File: src/rtl/snd_cmd_mailbox_if.sv
// Host/Z80 side signal bundle for snd_cmd_mailbox; master drives strobes and data,
// slave is the mailbox itself.
interface snd_cmd_mailbox_if #(
  parameter int NUM_CH = 2
);
  logic              host_wr;
  logic [1:0]        host_ch;
  logic [7:0]        host_din;
  logic [NUM_CH-1:0] host_full;
  logic              snd_rd;
  logic [1:0]        snd_ch;
  logic [7:0]        snd_dout;
  logic [NUM_CH-1:0] snd_pending;
  logic              ext_irq_n;
  logic              int_n;
  logic              nmi_n;
  logic [7:0]        irq_vec;
  logic              snd_reply_wr;
  logic [7:0]        snd_reply_din;
  logic [7:0]        host_reply;
  logic              host_reply_valid;
  logic              host_reply_rd;
  logic [NUM_CH-1:0] ovf;

  modport master (
    output host_wr, host_ch, host_din, snd_rd, snd_ch, ext_irq_n,
           snd_reply_wr, snd_reply_din, host_reply_rd,
    input  host_full, snd_dout, snd_pending, int_n, nmi_n, irq_vec,
           host_reply, host_reply_valid, ovf
  );

  modport slave (
    input  host_wr, host_ch, host_din, snd_rd, snd_ch, ext_irq_n,
           snd_reply_wr, snd_reply_din, host_reply_rd,
    output host_full, snd_dout, snd_pending, int_n, nmi_n, irq_vec,
           host_reply, host_reply_valid, ovf
  );
endinterface

File: src/rtl/snd_cmd_mailbox.sv
// Main-CPU to Z80 command mailbox: NUM_CH FIFO channels, reply latch, INT/NMI/IM0 vector.
// Define SND_MAILBOX_OVF_EN to get sticky per-channel overflow flags on the ovf port.
module snd_cmd_mailbox #(
  parameter int NUM_CH     = 2,
  parameter int DEPTH_LOG2 = 2,
  parameter int NMI_CH     = 1
) (
  input  logic               CLK_32M,
  input  logic               RESET_N,
  snd_cmd_mailbox_if.slave   bus
);
  localparam int DEPTH = 1 << DEPTH_LOG2;
  localparam int PW    = DEPTH_LOG2 + 1;

  logic [NUM_CH-1:0]     wr_sel, rd_sel, push_ok, pop_ok;
  logic [NUM_CH-1:0]     pend, pend_d, full, irq_src, irq_src_d;
  logic [DEPTH_LOG2-1:0] wr_ptr_all [4];
  logic [DEPTH_LOG2-1:0] rd_ptr_all [4];
  logic [DEPTH_LOG2+1:0] wr_addr, rd_addr;
  logic [7:0]            mem_q [4*DEPTH];
  logic [7:0]            snd_dout_q;
  logic                  irq_pend_q, nmi_n_q, nmi_pend_d;
  logic [7:0]            reply_q;
  logic                  reply_valid_q;
  logic                  any_irq;
  logic [1:0]            low_irq;

  genvar gi;
  generate
    for (gi = 0; gi < 4; gi++) begin : g_ch
      if (gi < NUM_CH) begin : g_on
        logic [PW-1:0] cnt_q, cnt_d, wr_ptr_q, wr_ptr_d, rd_ptr_q, rd_ptr_d;

        assign wr_sel[gi]  = bus.host_wr && (bus.host_ch == 2'(gi));
        assign rd_sel[gi]  = bus.snd_rd && (bus.snd_ch == 2'(gi));
        assign full[gi]    = (cnt_q == PW'(DEPTH));
        assign pend[gi]    = (cnt_q != '0);
        assign pop_ok[gi]  = rd_sel[gi] && pend[gi];
        // A same-cycle pop frees the slot, so a push to a full channel still lands.
        assign push_ok[gi] = wr_sel[gi] && (!full[gi] || pop_ok[gi]);

        always_comb begin
          cnt_d    = cnt_q;
          wr_ptr_d = wr_ptr_q;
          rd_ptr_d = rd_ptr_q;
          if (push_ok[gi] && !pop_ok[gi]) cnt_d = cnt_q + PW'(1);
          if (!push_ok[gi] && pop_ok[gi]) cnt_d = cnt_q - PW'(1);
          if (push_ok[gi]) wr_ptr_d = (wr_ptr_q == PW'(DEPTH - 1)) ? '0 : wr_ptr_q + PW'(1);
          if (pop_ok[gi])  rd_ptr_d = (rd_ptr_q == PW'(DEPTH - 1)) ? '0 : rd_ptr_q + PW'(1);
        end
        assign pend_d[gi] = (cnt_d != '0);

        always_ff @(posedge CLK_32M or negedge RESET_N) begin
          if (!RESET_N) begin
            cnt_q    <= '0;
            wr_ptr_q <= '0;
            rd_ptr_q <= '0;
          end else begin
            cnt_q    <= cnt_d;
            wr_ptr_q <= wr_ptr_d;
            rd_ptr_q <= rd_ptr_d;
          end
        end
        assign wr_ptr_all[gi] = wr_ptr_q[DEPTH_LOG2-1:0];
        assign rd_ptr_all[gi] = rd_ptr_q[DEPTH_LOG2-1:0];

        if (gi != NMI_CH) begin : g_irq
          assign irq_src[gi]   = pend[gi];
          assign irq_src_d[gi] = pend_d[gi];
        end else begin : g_nmi
          assign irq_src[gi]   = 1'b0;
          assign irq_src_d[gi] = 1'b0;
        end

`ifdef SND_MAILBOX_OVF_EN
        logic ovf_q;
        always_ff @(posedge CLK_32M or negedge RESET_N) begin
          if (!RESET_N)                     ovf_q <= 1'b0;
          else if (wr_sel[gi] && !push_ok[gi]) ovf_q <= 1'b1;
          else if (pop_ok[gi])              ovf_q <= 1'b0;
        end
        assign bus.ovf[gi] = ovf_q;
`endif
      end else begin : g_off
        assign wr_ptr_all[gi] = '0;
        assign rd_ptr_all[gi] = '0;
      end
    end

    if (NMI_CH < NUM_CH) begin : g_nmi_src
      assign nmi_pend_d = pend_d[NMI_CH];
    end else begin : g_no_nmi
      assign nmi_pend_d = 1'b0;
    end
  endgenerate

`ifndef SND_MAILBOX_OVF_EN
  assign bus.ovf = '0;
`endif

  assign wr_addr = {bus.host_ch, wr_ptr_all[bus.host_ch]};
  assign rd_addr = {bus.snd_ch, rd_ptr_all[bus.snd_ch]};

  always_ff @(posedge CLK_32M) begin
    if (|push_ok) mem_q[wr_addr] <= bus.host_din;
  end

  always_ff @(posedge CLK_32M or negedge RESET_N) begin
    if (!RESET_N) begin
      snd_dout_q    <= 8'hFF;
      irq_pend_q    <= 1'b0;
      nmi_n_q       <= 1'b1;
      reply_q       <= 8'h00;
      reply_valid_q <= 1'b0;
    end else begin
      if (bus.snd_rd) snd_dout_q <= (|pop_ok) ? mem_q[rd_addr] : 8'hFF;
      irq_pend_q <= |irq_src_d;
      nmi_n_q    <= ~nmi_pend_d;
      if (bus.snd_reply_wr) begin
        reply_q       <= bus.snd_reply_din;
        reply_valid_q <= 1'b1;
      end else if (bus.host_reply_rd) begin
        reply_valid_q <= 1'b0;
      end
    end
  end

  // Pending state is registered; the YM2151 line is merged live so reset leaves int_n = ext_irq_n.
  assign bus.int_n = bus.ext_irq_n & ~irq_pend_q;

  always_comb begin
    any_irq = 1'b0;
    low_irq = 2'b00;
    for (int i = NUM_CH - 1; i >= 0; i--) begin
      if (irq_src[i]) begin
        any_irq = 1'b1;
        low_irq = 2'(i);
      end
    end
  end

  assign bus.irq_vec          = {2'b11, ~any_irq, bus.ext_irq_n,
                                 (any_irq ? ~low_irq : 2'b11), 2'b11};
  assign bus.nmi_n            = nmi_n_q;
  assign bus.snd_dout         = snd_dout_q;
  assign bus.snd_pending      = pend;
  assign bus.host_full        = full;
  assign bus.host_reply       = reply_q;
  assign bus.host_reply_valid = reply_valid_q;
endmodule

File: src/flat_wrapper.sv
// flat-port wrapper written by rule: the top's interface ports become plain ports
module snd_cmd_mailbox_flat 
#(
  parameter int NUM_CH     = 2,
  parameter int DEPTH_LOG2 = 2,
  parameter int NMI_CH     = 1
)
  (CLK_32M, RESET_N, bus_host_wr, bus_host_ch, bus_host_din, bus_snd_rd, bus_snd_ch, bus_ext_irq_n, bus_snd_reply_wr, bus_snd_reply_din, bus_host_reply_rd, bus_host_full, bus_snd_dout, bus_snd_pending, bus_int_n, bus_nmi_n, bus_irq_vec, bus_host_reply, bus_host_reply_valid, bus_ovf);
  snd_cmd_mailbox_if #(.NUM_CH(NUM_CH)) bus_i ();
  input  logic CLK_32M;
  input  logic RESET_N;
  input wire logic [$bits(bus_i.host_wr)-1:0] bus_host_wr;
  input wire logic [$bits(bus_i.host_ch)-1:0] bus_host_ch;
  input wire logic [$bits(bus_i.host_din)-1:0] bus_host_din;
  input wire logic [$bits(bus_i.snd_rd)-1:0] bus_snd_rd;
  input wire logic [$bits(bus_i.snd_ch)-1:0] bus_snd_ch;
  input wire logic [$bits(bus_i.ext_irq_n)-1:0] bus_ext_irq_n;
  input wire logic [$bits(bus_i.snd_reply_wr)-1:0] bus_snd_reply_wr;
  input wire logic [$bits(bus_i.snd_reply_din)-1:0] bus_snd_reply_din;
  input wire logic [$bits(bus_i.host_reply_rd)-1:0] bus_host_reply_rd;
  output wire logic [$bits(bus_i.host_full)-1:0] bus_host_full;
  output wire logic [$bits(bus_i.snd_dout)-1:0] bus_snd_dout;
  output wire logic [$bits(bus_i.snd_pending)-1:0] bus_snd_pending;
  output wire logic [$bits(bus_i.int_n)-1:0] bus_int_n;
  output wire logic [$bits(bus_i.nmi_n)-1:0] bus_nmi_n;
  output wire logic [$bits(bus_i.irq_vec)-1:0] bus_irq_vec;
  output wire logic [$bits(bus_i.host_reply)-1:0] bus_host_reply;
  output wire logic [$bits(bus_i.host_reply_valid)-1:0] bus_host_reply_valid;
  output wire logic [$bits(bus_i.ovf)-1:0] bus_ovf;
  assign bus_i.host_wr = bus_host_wr;
  assign bus_i.host_ch = bus_host_ch;
  assign bus_i.host_din = bus_host_din;
  assign bus_i.snd_rd = bus_snd_rd;
  assign bus_i.snd_ch = bus_snd_ch;
  assign bus_i.ext_irq_n = bus_ext_irq_n;
  assign bus_i.snd_reply_wr = bus_snd_reply_wr;
  assign bus_i.snd_reply_din = bus_snd_reply_din;
  assign bus_i.host_reply_rd = bus_host_reply_rd;
  assign bus_host_full = bus_i.host_full;
  assign bus_snd_dout = bus_i.snd_dout;
  assign bus_snd_pending = bus_i.snd_pending;
  assign bus_int_n = bus_i.int_n;
  assign bus_nmi_n = bus_i.nmi_n;
  assign bus_irq_vec = bus_i.irq_vec;
  assign bus_host_reply = bus_i.host_reply;
  assign bus_host_reply_valid = bus_i.host_reply_valid;
  assign bus_ovf = bus_i.ovf;
  snd_cmd_mailbox #(.NUM_CH(NUM_CH), .DEPTH_LOG2(DEPTH_LOG2), .NMI_CH(NMI_CH)) u_core (.CLK_32M(CLK_32M), .RESET_N(RESET_N), .bus(bus_i));
endmodule
File: config.mk
export PLATFORM = sky130hd
export DESIGN_NAME = snd_cmd_mailbox_flat
export DESIGN_NICKNAME = d
export VERILOG_FILES = /design/src/rtl/snd_cmd_mailbox_if.sv /design/src/rtl/snd_cmd_mailbox.sv /design/src/flat_wrapper.sv
export SDC_FILE = /design/constraint.sdc
export NUM_CORES = 1
export LEC_CHECK = 0
export CAP_MARGIN = 20
export CORE_UTILIZATION = 50
export CTS_BUF_LIST = sky130_fd_sc_hd__clkbuf_16
export DETAILED_ROUTE_END_ITERATION = 12
export GPL_TIMING_DRIVEN = 0
export PLACE_DENSITY = 0.78
export SKIP_LAST_GASP = 1
export SYNTH_ARGS = -nofsm -noshare
export SYNTH_HDL_FRONTEND = slang
export SYNTH_SLANG_ARGS = --single-unit
export TNS_END_PERCENT = 30
File: constraint.sdc
create_clock -name CLK_32M -period 4.94 [get_ports CLK_32M]
set_input_delay 0.494 -clock CLK_32M [delete_from_list [all_inputs] [get_ports CLK_32M]]
set_output_delay 0.494 -clock CLK_32M [all_outputs]
set_load 0.1 [all_outputs]
# After elaboration in Yosys (flattened, before gate mapping)
# Memory sizes are Yosys's and may differ from the RTL's.
# Cells that the tools add are included.
dict set report word_totals {
  ramBits 128
  latchBits 0
  inputBits 27
  word_cells 85
  romBits 0
  mem_count 1
  out_inout_bits 33
  register_bits 37
}
# name words width rd rd_ports_with_merged_regs write_ports line_no
set memory_table {}
lappend memory_table {u_core.mem_q 16 8 1 0 1 snd_cmd_mailbox.sv:20} ;# logic [7:0] mem_q [4*DEPTH];
dict set report classes {
  bitwise_logic 6
  multipliers 0
  n_lt_le_gt_ge 2
  muxes 20
  n_addsub 8
  div_mod_pow 0
  eq_ne 8
  reduce_logical 29
  shifts 0
}
# op n
set ops {}
lappend ops {{3-bit two-way mux} 8}
lappend ops {{3-bit by 1-bit adder with 3-bit output, second input constant} 6}
lappend ops {{3-bit by 2-bit equality test with 1-bit output, second input constant} 4}
lappend ops {{1-bit logical AND} 12}
lappend ops {{3-bit nonzero test} 4}
lappend ops {{2-bit binary-select mux with 2-bit select} 2}
lappend ops {{2-bit two-way mux} 4}
lappend ops {{8-bit two-way mux} 1}
lappend ops {{3-bit equality test, second input constant} 2}
lappend ops {{3-bit >= comparator, second input constant} 2}
lappend ops {{1-bit logical NOT} 6}
lappend ops {{2-bit NOT with 3-bit output} 2}
lappend ops {{3-bit by 1-bit subtractor with 3-bit output, second input constant} 2}
lappend ops {{1-bit two-way mux} 5}
lappend ops {{2-bit by 1-bit equality test with 1-bit output, second input constant} 2}
lappend ops {{2-bit logical NOT} 2}
lappend ops {{2-bit OR reduction} 2}
lappend ops {{1-bit NOT} 3}
lappend ops {{1-bit logical OR} 2}
lappend ops {{2-bit nonzero test} 1}
lappend ops {{1-bit AND} 1}

# Depth between registers and ports, before layout
# Gate-level depths: netlist of the first run.
dict set report depth {
  ltp_word 10
  mapped_depth 8
}

# Least setup slack after synthesis of the first run
# No wires, ideal clock.
dict set report synth_timing {
  path_kind {reg-to-reg}
  startpoint {register u_core.g_ch[0].g_on.cnt_q[1]}
  endpoint {memory u_core.mem_q[3][0], enable pin}
  t_arrival_ps 2291
  path_stages_with_launch 7
  setup_time_ps 383
  required_time_ps 4557
  path_buffers 1
  synth_period_minus_slack_ps 2675
  path_slack_ps 2265
  path_cell_list {dfrtp_1 > inv_1 > ha_1 > clkbuf_1 > and2_1 > a21o_1 > nor3_1}
}
dict set report synth_via {
  elab_chain_cells 7
  elab_cells_between_ends 9
}
# element line_no
set synth_lines {}
lappend synth_lines {{start, declared} snd_cmd_mailbox.sv:32} ;# logic [PW-1:0] cnt_q, cnt_d, wr_ptr_q, wr_ptr_d, rd_ptr_q, rd_ptr_d;
lappend synth_lines {{start signal, assigned} snd_cmd_mailbox.sv:59} ;# cnt_q <= cnt_d;
lappend synth_lines {{3-bit equality test} snd_cmd_mailbox.sv:36} ;# assign full[gi] = (cnt_q == PW'(DEPTH));
lappend synth_lines {{named net bus_host_full[0]} flat_wrapper.sv:21} ;# output wire logic [$bits(bus_i.host_full)-1:0] bus_host_full;
lappend synth_lines {{1-bit logical NOT} snd_cmd_mailbox.sv:40} ;# assign push_ok[gi] = wr_sel[gi] && (!full[gi] || pop_ok[gi]);
lappend synth_lines {{1-bit logical OR} snd_cmd_mailbox.sv:40}
lappend synth_lines {{1-bit logical AND} snd_cmd_mailbox.sv:40}
lappend synth_lines {{2-bit OR reduction} snd_cmd_mailbox.sv:105} ;# if (|push_ok) mem_q[wr_addr] <= bus.host_din;
lappend synth_lines {{1-bit two-way mux} snd_cmd_mailbox.sv:105}
lappend synth_lines {{1-bit two-way mux (implied by the code)} snd_cmd_mailbox.sv:105}
lappend synth_lines {{end, declared} snd_cmd_mailbox.sv:20}
# The timed path passes the listed nets, and every way through them passes these cells.

# Worst setup path after layout of the first run
dict set report layout_timing {
  startpoint {register u_core.g_ch[0].g_on.cnt_q[1]}
  endpoint {output port bus_snd_pending[0]}
}
dict set report layout_via {
  elab_chain_cells 1
}
# element line_no
set layout_lines {}
lappend layout_lines {{3-bit nonzero test} snd_cmd_mailbox.sv:37} ;# assign pend[gi] = (cnt_q != '0);
lappend layout_lines {{end, declared} flat_wrapper.sv:23} ;# output wire logic [$bits(bus_i.snd_pending)-1:0] bus_snd_pending;
# No other way between the ends.

==> summary.md, run 1 <==
| Metric | Value |
|---|---|
| Routability congestion estimate from global placement | 0.8435 |
| Layout Utilization | 62.73% |
| Reg2Reg Capture Point | u_core.mem_q[3][2] |
| Synth Flop Type | edfxtp_1 |
| H-tree depth | 3 |
| Initial antenna violation count | 0 |
| Fmax achieved | 301.7 MHz |
| Total gr overflow | 0 |
| Slew Viols, Final | 0 |
| Syn. warnings | 0 |
| Fillers | 651 |
| Via count | 3,009 |
| Clock Skews | 0.005271 ns |
| CP Class | register to primary output |
| Fin Hold WS | 0.2618 ns |
| Post-CTS setup buffers | 0 |
| Core box area | 0.008806 sq mm |
| Antenna Diode Count | 0 |
| Number of global-route vias before repair | 3,073 |
| Root Driver | clkbuf_16 |
| Unrepaired setup endpoints after global routing | no |
| Post-synthesis instance total | 347 |
| Post-CTS Hold Fix Bufs | 0 |
| Period utilisation layout | 67.09% |
| Sequential share of the synthesized area | 62.33% |
| Min Tclk post-route | 3.314 ns |
| Tot Pwr | 2.954 mW |
| GR Util All Layers | 20.87% |
| R2r startpoint | u_core.g_ch[0].g_on.cnt_q[1] |
| Max-slew headroom | 34.36% |
| Violated checks | design-rule violations |
| CP Launch Type | register |
| Worst Tran Pin Value | 0.9815 ns |
| CTS tree | done |
| Netlist cell types | 53 |
| Status | finished with violations |
| # clock sinks | 101 |
| CP Max Fanout | 10 |
| Pin count of the biggest net entering global routing | 38 |
| Synth Cell Area | 0.004587 sq mm |
| Die Y | 97.78 um |
| Setup-failing EPs final | 0 |
| DRT iter0 DRCs | 176 |
| CTS clock-pin slew for the worst setup and hold paths | 0.07 ns |
| Die Area | 0.009561 sq mm |
| Synth Register Bits | 101 |
| Worst Path Required | 4.45 ns |
| Worst slack, placed | 1.862 ns |
| FF-to-FF path depth | 7 |
| Via density | 5.721 |
| Layout cell share with drive strength beyond 1 | 16.27% |
| Crit path to | bus_snd_pending[0] |
| Nets | 450 |
| Post-route setup slack | 1.626 ns |
| Setup Total Neg Slack | 0 ns |
| Crit end category | primary output |
| EDFF count, synth | 64 |
| Leak Pwr | 2.065 nW |
| Per-cell routed wire length | 17.38 um |
| Die X | 97.78 um |
| Drt total wl | 9143 um |
| DRC viols | 18 |
| Initial core utilization | 52.09% |
| IR drop worst, VDD | 0.0002447 V |
| Post-Place Cells | 510 |
| Routed Antenna Nets | 0 |
| Area delta synth->final | 20.43% |
| CTS Buffer Depth | 2 |
| Dpl hpwl | 6272 um |
| Commonest non-fill, non-tap cell in the layout | edfxtp_1 |
| Crit. Startpoint | u_core.g_ch[0].g_on.cnt_q[1] |
| Post-route insts no fill | 526 |
| # rows | 34 |
| Clock Latency Late Sink | 0.34 ns |
| Arrival @ worst endpoint | 2.82 ns |
| Total CTS buffers | 9 |
| Max_cap viols | 0 |
| DP Area | 0.005225 sq mm |
| Post-synth ARST share | 36.63% |
| Pwr/cell area | 534.8 mW/mm^2 |
| Post-Syn Area per Cell | 13.22 sq um |
| # resized after CTS | 0 |
| Min-Delay Path Class | input pin to async pin |
| IO buf count | 47 |
| Final Hold Viols | 0 |
| I/O Pins | 60 |
| First-pass GRT wire length | 14,990 um |
| Fin area | 0.005524 sq mm |
| DR pass1 iterations | 9 |
| Most frequent cells in the layout | 64 x edfxtp_1, 46 x clkdlybuf4s50_1, 37 x nand2_1, 28 x dfrtp_1, 26 x nor2_1 |
| FF-to-FF setup slack | 2.37 ns |
routing by layer:
metal,vias to the layer above,global-route usage [%],routed length (um)
met1,1464,25.06,3642
met5,-,0,0
li1,1398,-,-
met3,23,5.225,562
met4,0,8.392,208
met2,124,36.17,4729
cell families (layout without fill, tap and decap cells):
kind of cell	Yosys count	count (layout)	synth area share (%)
AOI/OAI and AO/OA	58	58	9.084
xor gates and xnor gates	3	3	0.5729
adders and majority gates	10	10	2.728
buffers and inverters	40	105	4.801
DFF	101	101	62.33
muxes	25	25	8.565
other	2	8	0.1637
and+or+nand+nor	108	108	11.76
synthesized netlist by cell type (all sizes together) (2+ instances only):
| master | n | area share (%) |
|---|---|---|
| edfxtp | 64 | 42 |
| nand2 | 37 | 3.0 |
| dfrtp | 28 | 15 |
| nor2 | 26 | 2.1 |
| buf | 17 | 2.9 |
| mux2 | 15 | 3.7 |
| inv | 13 | 1.1 |
| nor3b | 11 | 1.8 |
| a21oi | 10 | 1.1 |
| a31oi | 10 | 1.4 |
| clkbuf | 10 | 0.82 |
| ha | 10 | 2.7 |
| a211oi | 9 | 1.5 |
| dfstp | 9 | 5.2 |
| a311o | 8 | 1.7 |
| mux4 | 8 | 4.2 |
| a21o | 4 | 0.65 |
| nand2b | 4 | 0.55 |
| nand3 | 4 | 0.44 |
| nor2b | 4 | 0.55 |
| nor3 | 4 | 0.44 |
| o21ai | 4 | 0.44 |
| or2 | 4 | 0.55 |
| nand3b | 3 | 0.49 |
| o211ai | 3 | 0.49 |
| or3b | 3 | 0.57 |
| xnor2 | 3 | 0.57 |
| and2 | 2 | 0.27 |
| conb | 2 | 0.16 |
| mux2i | 2 | 0.71 |
| o2bb2ai | 2 | 0.38 |
registers in the layout, summed over array words and instances, names as in the netlist:
signal	cells
u_core.bus.nmi_n	1
u_core.bus.snd_dout	8
u_core.mem_q	64
u_core.g_ch.g_on.wr_ptr_q	6
u_core.irq_pend_q	1
u_core.g_ch.g_on.rd_ptr_q	6
u_core.g_ch.g_on.cnt_q	6
u_core.bus.host_reply	8
u_core.bus.host_reply_valid	1
worst max-delay path, cell delays in order, from the launching register on:
cell             delay [ns]
dfrtp_1                0.47
inv_1                  0.10
ha_1                   0.19
clkbuf_1               0.20
nand2b_1               0.26
buf_4                  0.15
clkdlybuf4s50_1        1.11
power breakdown:
part	internal [mW]	switching (mW)
Combinational	0.361	0.750
Clock	0.395	0.304
Sequential	1.04	0.106
area by class of cell:
| cell class | count | area (sq um) | share of cell area [%] |
|---|---|---|---|
| Sequential cell | 101 | 2859 | 51.76 |
| Multi-Input combinational cell | 212 | 1530 | 27.70 |
| Timing Repair Buffer | 49 | 480.5 | 8.698 |
| Clock buffer | 9 | 225.2 | 4.077 |
| Buffer | 27 | 171.4 | 3.103 |
| Tap cell | 108 | 135.1 | 2.446 |
| Clock inverter | 7 | 73.82 | 1.336 |
| Inverter | 13 | 48.80 | 0.8834 |
how the worst min path moves through the flow:
stage | from | slack [ns] | endpoint
floorplan | RESET_N | 0.20 | u_core.bus.host_reply[0]
detailed placement | u_core.bus.host_reply_valid | 0.48 | u_core.bus.host_reply_valid
global placement | u_core.bus.host_reply_valid | 0.46 | u_core.bus.host_reply_valid
finish | RESET_N | 0.26 | u_core.g_ch[0].g_on.wr_ptr_q[2]
CTS | RESET_N | 0.29 | u_core.g_ch[0].g_on.wr_ptr_q[1]
global route | RESET_N | 0.33 | u_core.bus.host_reply[7]
Note: power is estimated with default switching activity, not from simulation.
==> run 2, diff against run 1 <==
- clock period: 4.94 -> 3.5 ns (I/O delays scaled with it)
==> results of run 2 <==
The final DEF is identical to that of run 1. Status: finished with violations: design-rule violations.
Main changes from that run: setup slack after placement 1.862 ns -> 0.5663 ns; setup slack after layout 1.626 ns -> 0.3296 ns; hold slack 0.2618 ns -> 0.1178 ns; register-to-register setup slack 2.37 ns -> 0.93 ns; total power 2.954 mW -> 4.169 mW; worst IR drop on VDD 0.0002447 V -> 0.0003453 V
==> run 3, diff against run 2 <==
- CORE_UTILIZATION: 50 -> 25
- DONT_BUFFER_PORTS: not set -> 1
- MAX_ROUTING_LAYER: not set -> met4
- PLACE_DENSITY: 0.78 -> 0.43
==> run 3 against run 2 <==
  * The run now ends clean
  * Utilization fell by 33 points
  * Die area rose by 98%
  * Power fell by 3.1%
  * Clock power barely moved
  * First-iteration DRC count fell by 15%
  * Clock skew barely moved
  * Largest cell class unchanged
==> summary.md, run 3 (synthesis results as in run 1) <==
| Metric | Value |
|---|---|
| Leak Pwr | 1.900 nW (-8.0%) |
| Fillers | 1,804 (+180%) |
| DR pass1 iterations | 4 (-5) |
| GR Util All Layers | 12.31% (-8.6 points) |
| Reg2Reg Capture Point | u_core.mem_q[1][1] |
| DRC viols | 0 (-18) |
| IR drop worst, VDD | 0.0004882 V |
| CTS clock-pin slew for the worst setup and hold paths | 0.07 ns (about the same) |
| Max_cap viols | 0 (unchanged) |
| Post-CTS Hold Fix Bufs | 2 (+2) |
| R2r startpoint | u_core.g_ch[0].g_on.cnt_q[1] |
| Area delta synth->final | 14.84% |
| Total gr overflow | 0 (unchanged) |
| Crit end category | register |
| # resized after CTS | 0 (unchanged) |
| Nets | 405 (-10%) |
| Clock Skews | 0.005148 ns (-0.0001224 ns) |
| Worst Tran Pin Value | 1.084 ns (+0.1022 ns) |
| Die Area | 0.01889 sq mm (+98%) |
| Instance count on the critical path | 6 (unchanged) |
| Min Tclk post-route | 3.052 ns |
| Most frequent cells in the layout | 64 x edfxtp_1, 37 x nand2_1, 28 x dfrtp_1, 26 x nor2_1, 15 x mux2_2 |
| Post-CTS setup buffers | 0 (unchanged) |
| Crit path to | u_core.mem_q[1][1] |
| Crit. Startpoint | u_core.g_ch[0].g_on.cnt_q[1] |
| Routed Antenna Nets | 0 (unchanged) |
| Pwr/cell area | 767.0 mW/mm^2 |
| Via count | 2,770 (-7.9%) |
| Arrival @ worst endpoint | 3.02 ns (+0.20 ns) |
| Die X | 137.5 um (+41%) |
| DRT iter0 DRCs | 150 (-15%) |
| First-pass GRT wire length | 16,230 um (+8.2%) |
| Status | finished, final reports clean |
| Min-Delay Path Class | input pin to register |
| # clock sinks | 101 (unchanged) |
| # rows | 49 (+44%) |
| CP delay by family, top | simple AND/OR/NAND/NOR gates |
| Area occupied by multi-input gates | 0.001543 sq mm (+0.82%) |
| Biggest register | u_core.mem_q |
| Per-cell routed wire length | 17.52 um (+0.80%) |
| CP Class | register to register |
| Critical path buffers and inverters | 2 (-2) |
| Worst Path Required | 3.47 ns |
| Period utilisation layout | 87.21% |
| Max reg flops | 64 (unchanged) |
| Fin area | 0.005268 sq mm (-4.6%) |
| Critical-path cell list | inv_1 -> ha_1 -> clkbuf_1 -> and2_1 -> a21o_1 -> nor2_1 |
| FF-to-FF path depth | 6 (-1) |
| Setup-failing EPs final | 0 (unchanged) |
| Pin count of the biggest net entering global routing | 38 (unchanged) |
| Unrepaired setup endpoints after global routing | no |
| Final Hold Viols | 0 (unchanged) |
| I/O Pins | 60 (unchanged) |
| CP Launch Type | register |
| Initial antenna violation count | 0 (unchanged) |
| Fmax achieved | 327.6 MHz |
| Setup Total Neg Slack | 0 ns (unchanged) |
| Number of global-route vias before repair | 2,842 (-7.5%) |
| Layout cell share with drive strength beyond 1 | 19.03% (+2.8 points) |
| Clock Latency Late Sink | 0.35 ns (about the same) |
| Via density | 4.601 (-20%) |
| Slew Viols, Final | 0 (unchanged) |
| IO buf count | 0 (-100%) |
| Initial core utilization | 25.53% (-27 points) |
| CTS tree | done |
| DP Area | 0.004931 sq mm (-5.6%) |
| Routability congestion estimate from global placement | 0.7284 (-14%) |
| CTS Buffer Depth | 2 (unchanged) |
| Total CTS buffers | 9 (unchanged) |
| FF-to-FF setup slack | 0.45 ns |
| Max-slew headroom | 27.75% (-6.6 points) |
| CP Max Fanout | 10 (unchanged) |
| Slowest CP cell | nor2_1 |
| Commonest non-fill, non-tap cell in the layout | edfxtp_1 |
| Worst path max stage delay | 0.76 ns (-0.35 ns) |
| FF/Latch Area | 0.002859 sq mm (unchanged) |
| Die Y | 137.5 um (+41%) |
| H-tree depth | 3 (unchanged) |
| Root Driver | clkbuf_16 |
| Drt total wl | 10,550 um (+15%) |
| Antenna Diode Count | 0 (unchanged) |
| Dpl hpwl | 7173 um (+14%) |
| Core box area | 0.01796 sq mm (+100%) |
## run 3: changes by cell type in the layout (fill, tap and decap cells not counted), sizes merged
cell | before | now
dlygate4sd3 | 0 | 1
clkdlybuf4s50 | 46 | 0
## run 3: cell type report
| type | count | share of cell area [%] |
|---|---|---|
| Inverter | 13 | 0.9264 |
| Tap cell | 229 | 5.439 |
| Clock buffer | 9 | 4.276 |
| Clock inverter | 7 | 1.401 |
| Buffer | 27 | 3.254 |
| Multi-Input combinational cell | 212 | 29.29 |
| Timing Repair Buffer | 4 | 1.140 |
| Sequential cell | 101 | 54.28 |
## run 3: where the power goes
part | total [mW] | internal [mW] | switching [mW]
clock | 1.01 | 0.559 | 0.453
combinational | 1.10 | 0.378 | 0.725
sequential | 1.93 | 1.47 | 0.454
## run 3: worst min-delay path by stage
stage                     cells past startpoint                  endpoint  slack (ns)       startpoint
after floorplan                               0  u_core.bus.host_reply[0]        0.05          RESET_N
after global placement                        0         u_core.irq_pend_q        0.06          RESET_N
after detailed placement                      0         u_core.irq_pend_q        0.06          RESET_N
after CTS                                     0        u_core.mem_q[2][5]        0.08  bus_host_din[5]
after global routing                          0        u_core.mem_q[1][2]        0.07  bus_host_din[2]
final                                         0        u_core.mem_q[0][2]        0.09  bus_host_din[2]
## run 3: through the flow
step | worst slack (ns) | std cells | power (mW) | util (%) | hold WS [ns]
global placement | -0.09475 | 582 | 3.018 | 27.26 | 0.05679
CTS | 0.3829 | 602 | 4.100 | 29.32 | 0.07733
detailed placement | 0.4049 | 584 | 3.053 | 27.45 | 0.05695
floorplan | 0.8252 | 353 | 2.822 | - | 0.05441
global route | 0.2598 | 602 | 4.269 | 29.32 | 0.06894
finish | 0.4476 | 602 | 4.040 | 29.32 | 0.09476
## run 3: per-layer routing
metal / global-route usage [%] / part of all wire [%]
met1: 14.19 / 43
met2: 20.21 / 50
met3: 4.599 / 5.7
met4: 2.869 / 1.2
met5: - / 0
